### config.mk
export PLATFORM = sky130hd
export DESIGN_NAME = instr_fetch_unit_flat
export DESIGN_NICKNAME = d
export VERILOG_FILES = /design/src/rtl/cpu_pkg.sv /design/src/rtl/instr_fetch_unit_if.sv /design/src/rtl/instr_fetch_unit_ifid_reg.sv /design/src/rtl/instr_fetch_unit.sv /design/src/flat_wrapper.sv
export SDC_FILE = /design/constraint.sdc
export NUM_CORES = 1
export LEC_CHECK = 0
export CELL_PAD_IN_SITES_DETAIL_PLACEMENT = 0
export CELL_PAD_IN_SITES_GLOBAL_PLACEMENT = 1
export CORE_MARGIN = 2
export CORE_UTILIZATION = 32
export DETAILED_ROUTE_END_ITERATION = 12
export PLACE_DENSITY_LB_ADDON = 0.15
export RECOVER_POWER = 25
export SLEW_MARGIN = 40
export SYNTH_ARGS = -nofsm -noshare
export SYNTH_HDL_FRONTEND = slang
export SYNTH_SLANG_ARGS = --single-unit
### constraint.sdc
create_clock -name clk_i -period 1.95 [get_ports clk_i]
set_clock_uncertainty 0.2 [all_clocks]
set_input_delay 0.195 -clock clk_i [delete_from_list [all_inputs] [get_ports clk_i]]
set_output_delay 0.195 -clock clk_i [all_outputs]
set_load 0.05 [all_outputs]
### src/rtl/cpu_pkg.sv
// cpu_pkg: shared constants and encodings for the CPU pipeline
package cpu_pkg;
    localparam logic [31:0] NOP_INSTR = 32'h0;
    typedef enum logic [1:0] {FS_IDLE, FS_RUN, FS_FAULT} fetch_state_e;
    typedef enum logic [1:0] {FC_NONE = 2'b00, FC_RANGE = 2'b01, FC_ALIGN = 2'b10} fault_cause_e;
endpackage

### src/rtl/instr_fetch_unit_if.sv
// instr_fetch_unit_if: instruction memory bus between fetch unit and combinational memory
interface instr_fetch_unit_if #(parameter int ADDR_W = 32, parameter int DATA_W = 32);
    logic [ADDR_W-1:0] pc_addr;
    logic [DATA_W-1:0] instr;
    modport master (output pc_addr, input instr);
    modport slave (input pc_addr, output instr);
endinterface

### src/rtl/instr_fetch_unit_ifid_reg.sv
// ifid_reg: IF/ID pipeline register with load, hold and flush (flush wins)
module ifid_reg import cpu_pkg::*; #(
    parameter int ADDR_W = 32,
    parameter int DATA_W = 32
) (
    input  logic              clk_i,
    input  logic              rst_i,
    input  logic              load_i,
    input  logic              flush_i,
    input  logic [DATA_W-1:0] instr_i,
    input  logic [ADDR_W-1:0] pc4_i,
    output logic [DATA_W-1:0] instr_o,
    output logic [ADDR_W-1:0] pc4_o,
    output logic              valid_o
);
    logic [DATA_W-1:0] instr_q, instr_d;
    logic [ADDR_W-1:0] pc4_q, pc4_d;
    logic              valid_q, valid_d;
    always_comb begin
        instr_d = flush_i ? DATA_W'(NOP_INSTR) : load_i ? instr_i : instr_q;
        pc4_d   = flush_i ? '0 : load_i ? pc4_i : pc4_q;
        valid_d = flush_i ? 1'b0 : load_i ? 1'b1 : valid_q;
    end
    always_ff @(posedge clk_i or negedge rst_i) begin
        if (!rst_i) begin
            instr_q <= DATA_W'(NOP_INSTR);
            pc4_q   <= '0;
            valid_q <= 1'b0;
        end else begin
            instr_q <= instr_d;
            pc4_q   <= pc4_d;
            valid_q <= valid_d;
        end
    end
    assign instr_o = instr_q;
    assign pc4_o   = pc4_q;
    assign valid_o = valid_q;
endmodule

### src/rtl/instr_fetch_unit.sv
// instr_fetch_unit: IF stage owning the PC, with stall, redirect and sticky fetch-fault trapping
module instr_fetch_unit import cpu_pkg::*; #(
    parameter int ADDR_W    = 32,
    parameter int DATA_W    = 32,
    parameter logic [ADDR_W-1:0] RESET_PC = '0,
    parameter int MEM_WORDS = 32,
    parameter int CNT_W     = 16
) (
    input  logic              clk_i,
    input  logic              rst_i,
    input  logic              start_i,
    instr_fetch_unit_if.master imem,
    input  logic              stall_i,
    input  logic              redirect_i,
    input  logic [ADDR_W-1:0] redirect_pc_i,
    output logic [DATA_W-1:0] ifid_instr_o,
    output logic [ADDR_W-1:0] ifid_pc4_o,
    output logic              ifid_valid_o,
    output logic              fetch_fault_o,
    output logic [1:0]        fault_cause_o,
    output logic [ADDR_W-1:0] fault_addr_o,
    output logic [CNT_W-1:0]  fetch_cnt_o
);
    fetch_state_e      state_q, state_d;
    logic [ADDR_W-1:0] pc_q, pc_d, fault_addr_q, fault_addr_d, pc_inc;
    logic [CNT_W-1:0]  cnt_q, cnt_d;
    fault_cause_e      cause_q, cause_d;
    logic              load, flush;
    assign pc_inc = pc_q + ADDR_W'(4);
    always_comb begin
        state_d      = state_q;
        pc_d         = pc_q;
        cnt_d        = cnt_q;
        cause_d      = cause_q;
        fault_addr_d = fault_addr_q;
        load         = 1'b0;
        flush        = 1'b0;
        case (state_q)
            FS_IDLE: state_d = start_i ? FS_RUN : FS_IDLE;
            FS_RUN: begin
                if (redirect_i && redirect_pc_i[1:0] != 2'b00) begin
                    state_d      = FS_FAULT;
                    cause_d      = FC_ALIGN;
                    fault_addr_d = redirect_pc_i;
                    flush        = 1'b1;
                end else if (redirect_i) begin
                    pc_d  = redirect_pc_i;
                    flush = 1'b1;
                end else if (stall_i) begin
                    pc_d = pc_q;
                end else if (pc_q[ADDR_W-1:2] >= (ADDR_W-2)'(MEM_WORDS)) begin
                    // range is judged on the PC being fetched, so a bad redirect target traps one edge later
                    state_d      = FS_FAULT;
                    cause_d      = FC_RANGE;
                    fault_addr_d = pc_q;
                    flush        = 1'b1;
                end else begin
                    load  = 1'b1;
                    pc_d  = pc_inc;
                    cnt_d = (&cnt_q) ? cnt_q : cnt_q + CNT_W'(1);
                end
            end
            default: state_d = FS_FAULT;
        endcase
    end
    always_ff @(posedge clk_i or negedge rst_i) begin
        if (!rst_i) begin
            state_q      <= FS_IDLE;
            pc_q         <= RESET_PC;
            cnt_q        <= '0;
            cause_q      <= FC_NONE;
            fault_addr_q <= '0;
        end else begin
            state_q      <= state_d;
            pc_q         <= pc_d;
            cnt_q        <= cnt_d;
            cause_q      <= cause_d;
            fault_addr_q <= fault_addr_d;
        end
    end
    ifid_reg #(.ADDR_W(ADDR_W), .DATA_W(DATA_W)) u_ifid (
        .clk_i   (clk_i),
        .rst_i   (rst_i),
        .load_i  (load),
        .flush_i (flush),
        .instr_i (imem.instr),
        .pc4_i   (pc_inc),
        .instr_o (ifid_instr_o),
        .pc4_o   (ifid_pc4_o),
        .valid_o (ifid_valid_o)
    );
    assign imem.pc_addr  = pc_q;
    assign fetch_fault_o = (state_q == FS_FAULT);
    assign fault_cause_o = cause_q;
    assign fault_addr_o  = fault_addr_q;
    assign fetch_cnt_o   = cnt_q;
endmodule

### src/flat_wrapper.sv
// flat-port wrapper written by rule: the top's interface ports become plain ports
module instr_fetch_unit_flat import cpu_pkg::*;
#(
    parameter int ADDR_W    = 32,
    parameter int DATA_W    = 32,
    parameter logic [ADDR_W-1:0] RESET_PC = '0,
    parameter int MEM_WORDS = 32,
    parameter int CNT_W     = 16
)
  (clk_i, rst_i, start_i, stall_i, redirect_i, redirect_pc_i, ifid_instr_o, ifid_pc4_o, ifid_valid_o, fetch_fault_o, fault_cause_o, fault_addr_o, fetch_cnt_o, imem_pc_addr, imem_instr);
  instr_fetch_unit_if #(.ADDR_W(ADDR_W), .DATA_W(DATA_W)) imem_i ();
  input  logic clk_i;
  input  logic rst_i;
  input  logic start_i;
  input  logic stall_i;
  input  logic redirect_i;
  input  logic [ADDR_W-1:0] redirect_pc_i;
  output logic [DATA_W-1:0] ifid_instr_o;
  output logic [ADDR_W-1:0] ifid_pc4_o;
  output logic ifid_valid_o;
  output logic fetch_fault_o;
  output logic [1:0] fault_cause_o;
  output logic [ADDR_W-1:0] fault_addr_o;
  output logic [CNT_W-1:0] fetch_cnt_o;
  output wire logic [$bits(imem_i.pc_addr)-1:0] imem_pc_addr;
  input wire logic [$bits(imem_i.instr)-1:0] imem_instr;
  assign imem_pc_addr = imem_i.pc_addr;
  assign imem_i.instr = imem_instr;
  instr_fetch_unit #(.ADDR_W(ADDR_W), .DATA_W(DATA_W), .RESET_PC(RESET_PC), .MEM_WORDS(MEM_WORDS), .CNT_W(CNT_W)) u_core (.clk_i(clk_i), .rst_i(rst_i), .start_i(start_i), .imem(imem_i), .stall_i(stall_i), .redirect_i(redirect_i), .redirect_pc_i(redirect_pc_i), .ifid_instr_o(ifid_instr_o), .ifid_pc4_o(ifid_pc4_o), .ifid_valid_o(ifid_valid_o), .fetch_fault_o(fetch_fault_o), .fault_cause_o(fault_cause_o), .fault_addr_o(fault_addr_o), .fetch_cnt_o(fetch_cnt_o));
endmodule
==> out/metrics.yaml <==
met2_usage_pct: 30.09
initial_core_util_pct: 32.88
final_common_cell: "buf_4"
cap_violations: 0
syn_area_per_cell_um2: 12.57
tightest_slew_ps: 1116
final_cell_mix: "buf_4, dfrtp_1, dlygate4sd2_1, clkdlybuf4s50_1, a22o_1"
numPortBuffers: 216
worst_slack_ps: -155.8
dr.pass1.iters: 4
grt_max_degree: 64
peakVddDrop_mv: 0.7318
use_met3_pct: 5.844
drtIter0Drc: 230
ys.flop_type: "dfrtp_1"
violations: "setup timing"
grt.busiest_layer: "met2"
ctsLongestPathBuffers: 2
die_x_um: 146.1
min_path_type: "in -> reg"
leakage_nw: 5.115
post-route-period-util_pct: 108.0
wire_per_inst_um: 18.48
ioPinCount: 217
power_per_cell_area_nw_per_um2: 1241
clk_latency_ps: 420
drive_above_1_share_pct: 39.06
synthesis.nets: 586
timing.fmax_mhz: 474.9
cts.sink_count: 149
vias: 5246
slew_viol_final: 0
overflow: 0
core_area_um2: 19650
min_period_ps: 2106
htree_levels: 4
clock-root-buffer: "clkbuf_16"
status: "finished with violations"
hpwl_um: 14000
slew_headroom_pct: 25.58
drcViolationCount: 0
rsz0062_at_grt: "yes"
finalSetupTns_ps: -10470
cp-start-kind: "flop"
cp.arrival_ps: 2220
synthCells: 514
ant_nets: 0
end_kind: "flop"
num_rows: 51
synth_area_um2: 6462
pre_cts_slack_ps: -225.8
yosysWarnings: 0
yosysSeqAreaShare_pct: 57.70
required_ps: 2060
grt_pass1_vias: 5558
numCtsBuffers: 17
use_met1_pct: 24.66
cts_tree: "built"
gp_congestion: 0.7880
grt_usage_pct: 18.78
path_max_fanout: 19
path_class: "reg -> reg"
ys_types: 52
setup_viol: 101
async_flop_share_pct: 100.0
antenna_found_initial: 1
synth-edff-count: 0
fin_nets: 886
finalWirelength_um: 20200
die_h_um: 146.1
fin_hold_ws_ps: 128.2
die-area_um2: 21350
vias_per_cell: 4.800
n_fill_cell: 1796
grt_first_pass_wirelength_um: 31490
hold_viol_final: 0
clk_pin_slew_worst_paths_ps: 70
synth_seq_cells: 149
syn2layout_area_growth_pct: 60.08
-- through the flow --
| step | cells | util (%) | area, um2 | total power (W) |
|---|---|---|---|---|
| floorplan | 514 | - | 6623 | 0.007507 |
| global placement | 1040 | 48.33 | 9499 | 0.009686 |
| detailed placement | 1040 | 48.33 | 9499 | 0.009717 |
| CTS | 1086 | 51.94 | 10210 | 0.01294 |
| global route | 1092 | 52.62 | 10340 | 0.01340 |
| finish | 1093 | 52.64 | 10340 | 0.01284 |
-- kinds of logic (layout without fill, tap and decap cells) --
family                     Yosys count  after routing  share of synthesized area, %
buffers and inverters               41            354                         2.885
adders and majority gates            3              3                        0.5809
xor gates and xnor gates            19             19                         2.575
AOI/OAI and AO/OA                   88             88                         10.98
DFF                                149            149                         57.70
other                                0              1                             0
and+or+nand+nor                    152            152                         12.87
muxes                               62             62                         12.41
-- routing by layer --
| metal | wire length, um | vias up |
|---|---|---|
| li1 | - | 2458 |
| met2 | 9515 | 179 |
| met4 | 229 | 0 |
| met3 | 1357 | 17 |
| met1 | 9099 | 2592 |
| met5 | 0 | - |
-- synthesized netlist by cell type (2+ instances only) --
master | number | share of area, %
nor2_1 | 16 | 0.93
o22a_1 | 2 | 0.27
clkbuf_1 | 21 | 1.2
nand2_1 | 42 | 2.4
buf_6 | 3 | 0.52
a21o_1 | 2 | 0.23
a22oi_1 | 3 | 0.35
a21oi_1 | 5 | 0.39
nand4_1 | 11 | 1.1
nor4_2 | 2 | 0.39
o21ai_0 | 7 | 0.54
o21ai_1 | 2 | 0.15
xnor2_1 | 18 | 2.4
or2_2 | 2 | 0.19
buf_2 | 5 | 0.39
ha_1 | 3 | 0.58
or4_1 | 2 | 0.23
a2bb2oi_1 | 2 | 0.27
and2_1 | 29 | 2.8
nor4_1 | 4 | 0.39
dfrtp_1 | 149 | 58
nand3_1 | 22 | 1.7
o22ai_1 | 3 | 0.29
nor3_1 | 5 | 0.39
inv_1 | 11 | 0.64
nand2b_1 | 2 | 0.19
a22o_1 | 51 | 6.9
mux2_2 | 32 | 5.6
mux2_4 | 28 | 6.5
o31ai_1 | 2 | 0.23
and3_1 | 7 | 0.68
-- flip-flops by register name, indices dropped and copies added, names as in the netlist --
| name | count |
|---|---|
| u_core.imem.pc_addr | 32 |
| u_core.state_q | 2 |
| u_core.fetch_cnt_o | 16 |
| u_core.fault_addr_o | 32 |
| u_core.u_ifid.pc4_o | 32 |
| u_core.fault_cause_o | 2 |
| u_core.u_ifid.instr_o | 32 |
| u_core.u_ifid.valid_o | 1 |
-- worst paths after layout --
kind                                              start                 endpoint  slack (ps)  cells past startpoint
max in group asynchronous                         rst_i  u_core.imem.pc_addr[11]          90                      3
worst max-delay path            u_core.imem.pc_addr[28]  u_core.fault_addr_o[18]        -160                      6
min in group asynchronous                         rst_i  u_core.imem.pc_addr[31]         400                      3
worst min register to register    u_core.u_ifid.valid_o    u_core.u_ifid.valid_o         270                      1
worst max register to register  u_core.imem.pc_addr[28]  u_core.fault_addr_o[18]        -160                      6
worst min-delay path                  redirect_pc_i[30]  u_core.imem.pc_addr[30]         130                      3
-- area by class of cell --
class                   count  area, um2  share of cell area, %
multi-input cells         324       2728                  26.37
repair buffers            311       2907                  28.10
diodes                      1      2.502                0.02419
clock inverters            15      145.1                  1.403
inverters                  11      41.29                 0.3991
flip-flops and latches    149       3765                  36.39
clock buffers              17      425.4                  4.112
well taps                 265      331.6                  3.205
-- where the power goes --
| part | switching [W] | total (W) | internal, W |
|---|---|---|---|
| Clock | 0.00146 | 0.00325 | 0.00179 |
| Combinational | 0.00336 | 0.00543 | 0.00207 |
| Sequential | 0.000447 | 0.00416 | 0.00371 |
-- worst max-delay path: stages, from the launching register on --
cell and delay [ps]:
dfrtp_2 420, nor4_4 340, nand4_4 210, nor2_4 190, o22ai_4 120, buf_12 190
mux2_4 300
-- what timing repair did --
action                                 4_1_cts  5_1_grt
setup endpoints to repair                  181      114
hold buffers                                 2        0
pin swaps                                   18       21
endpoints found under the hold margin      149        0
cloned                                       3        4
setup buffers                                9        4
gates resized for setup                     85       16
Power figures use the tool's default switching activity.
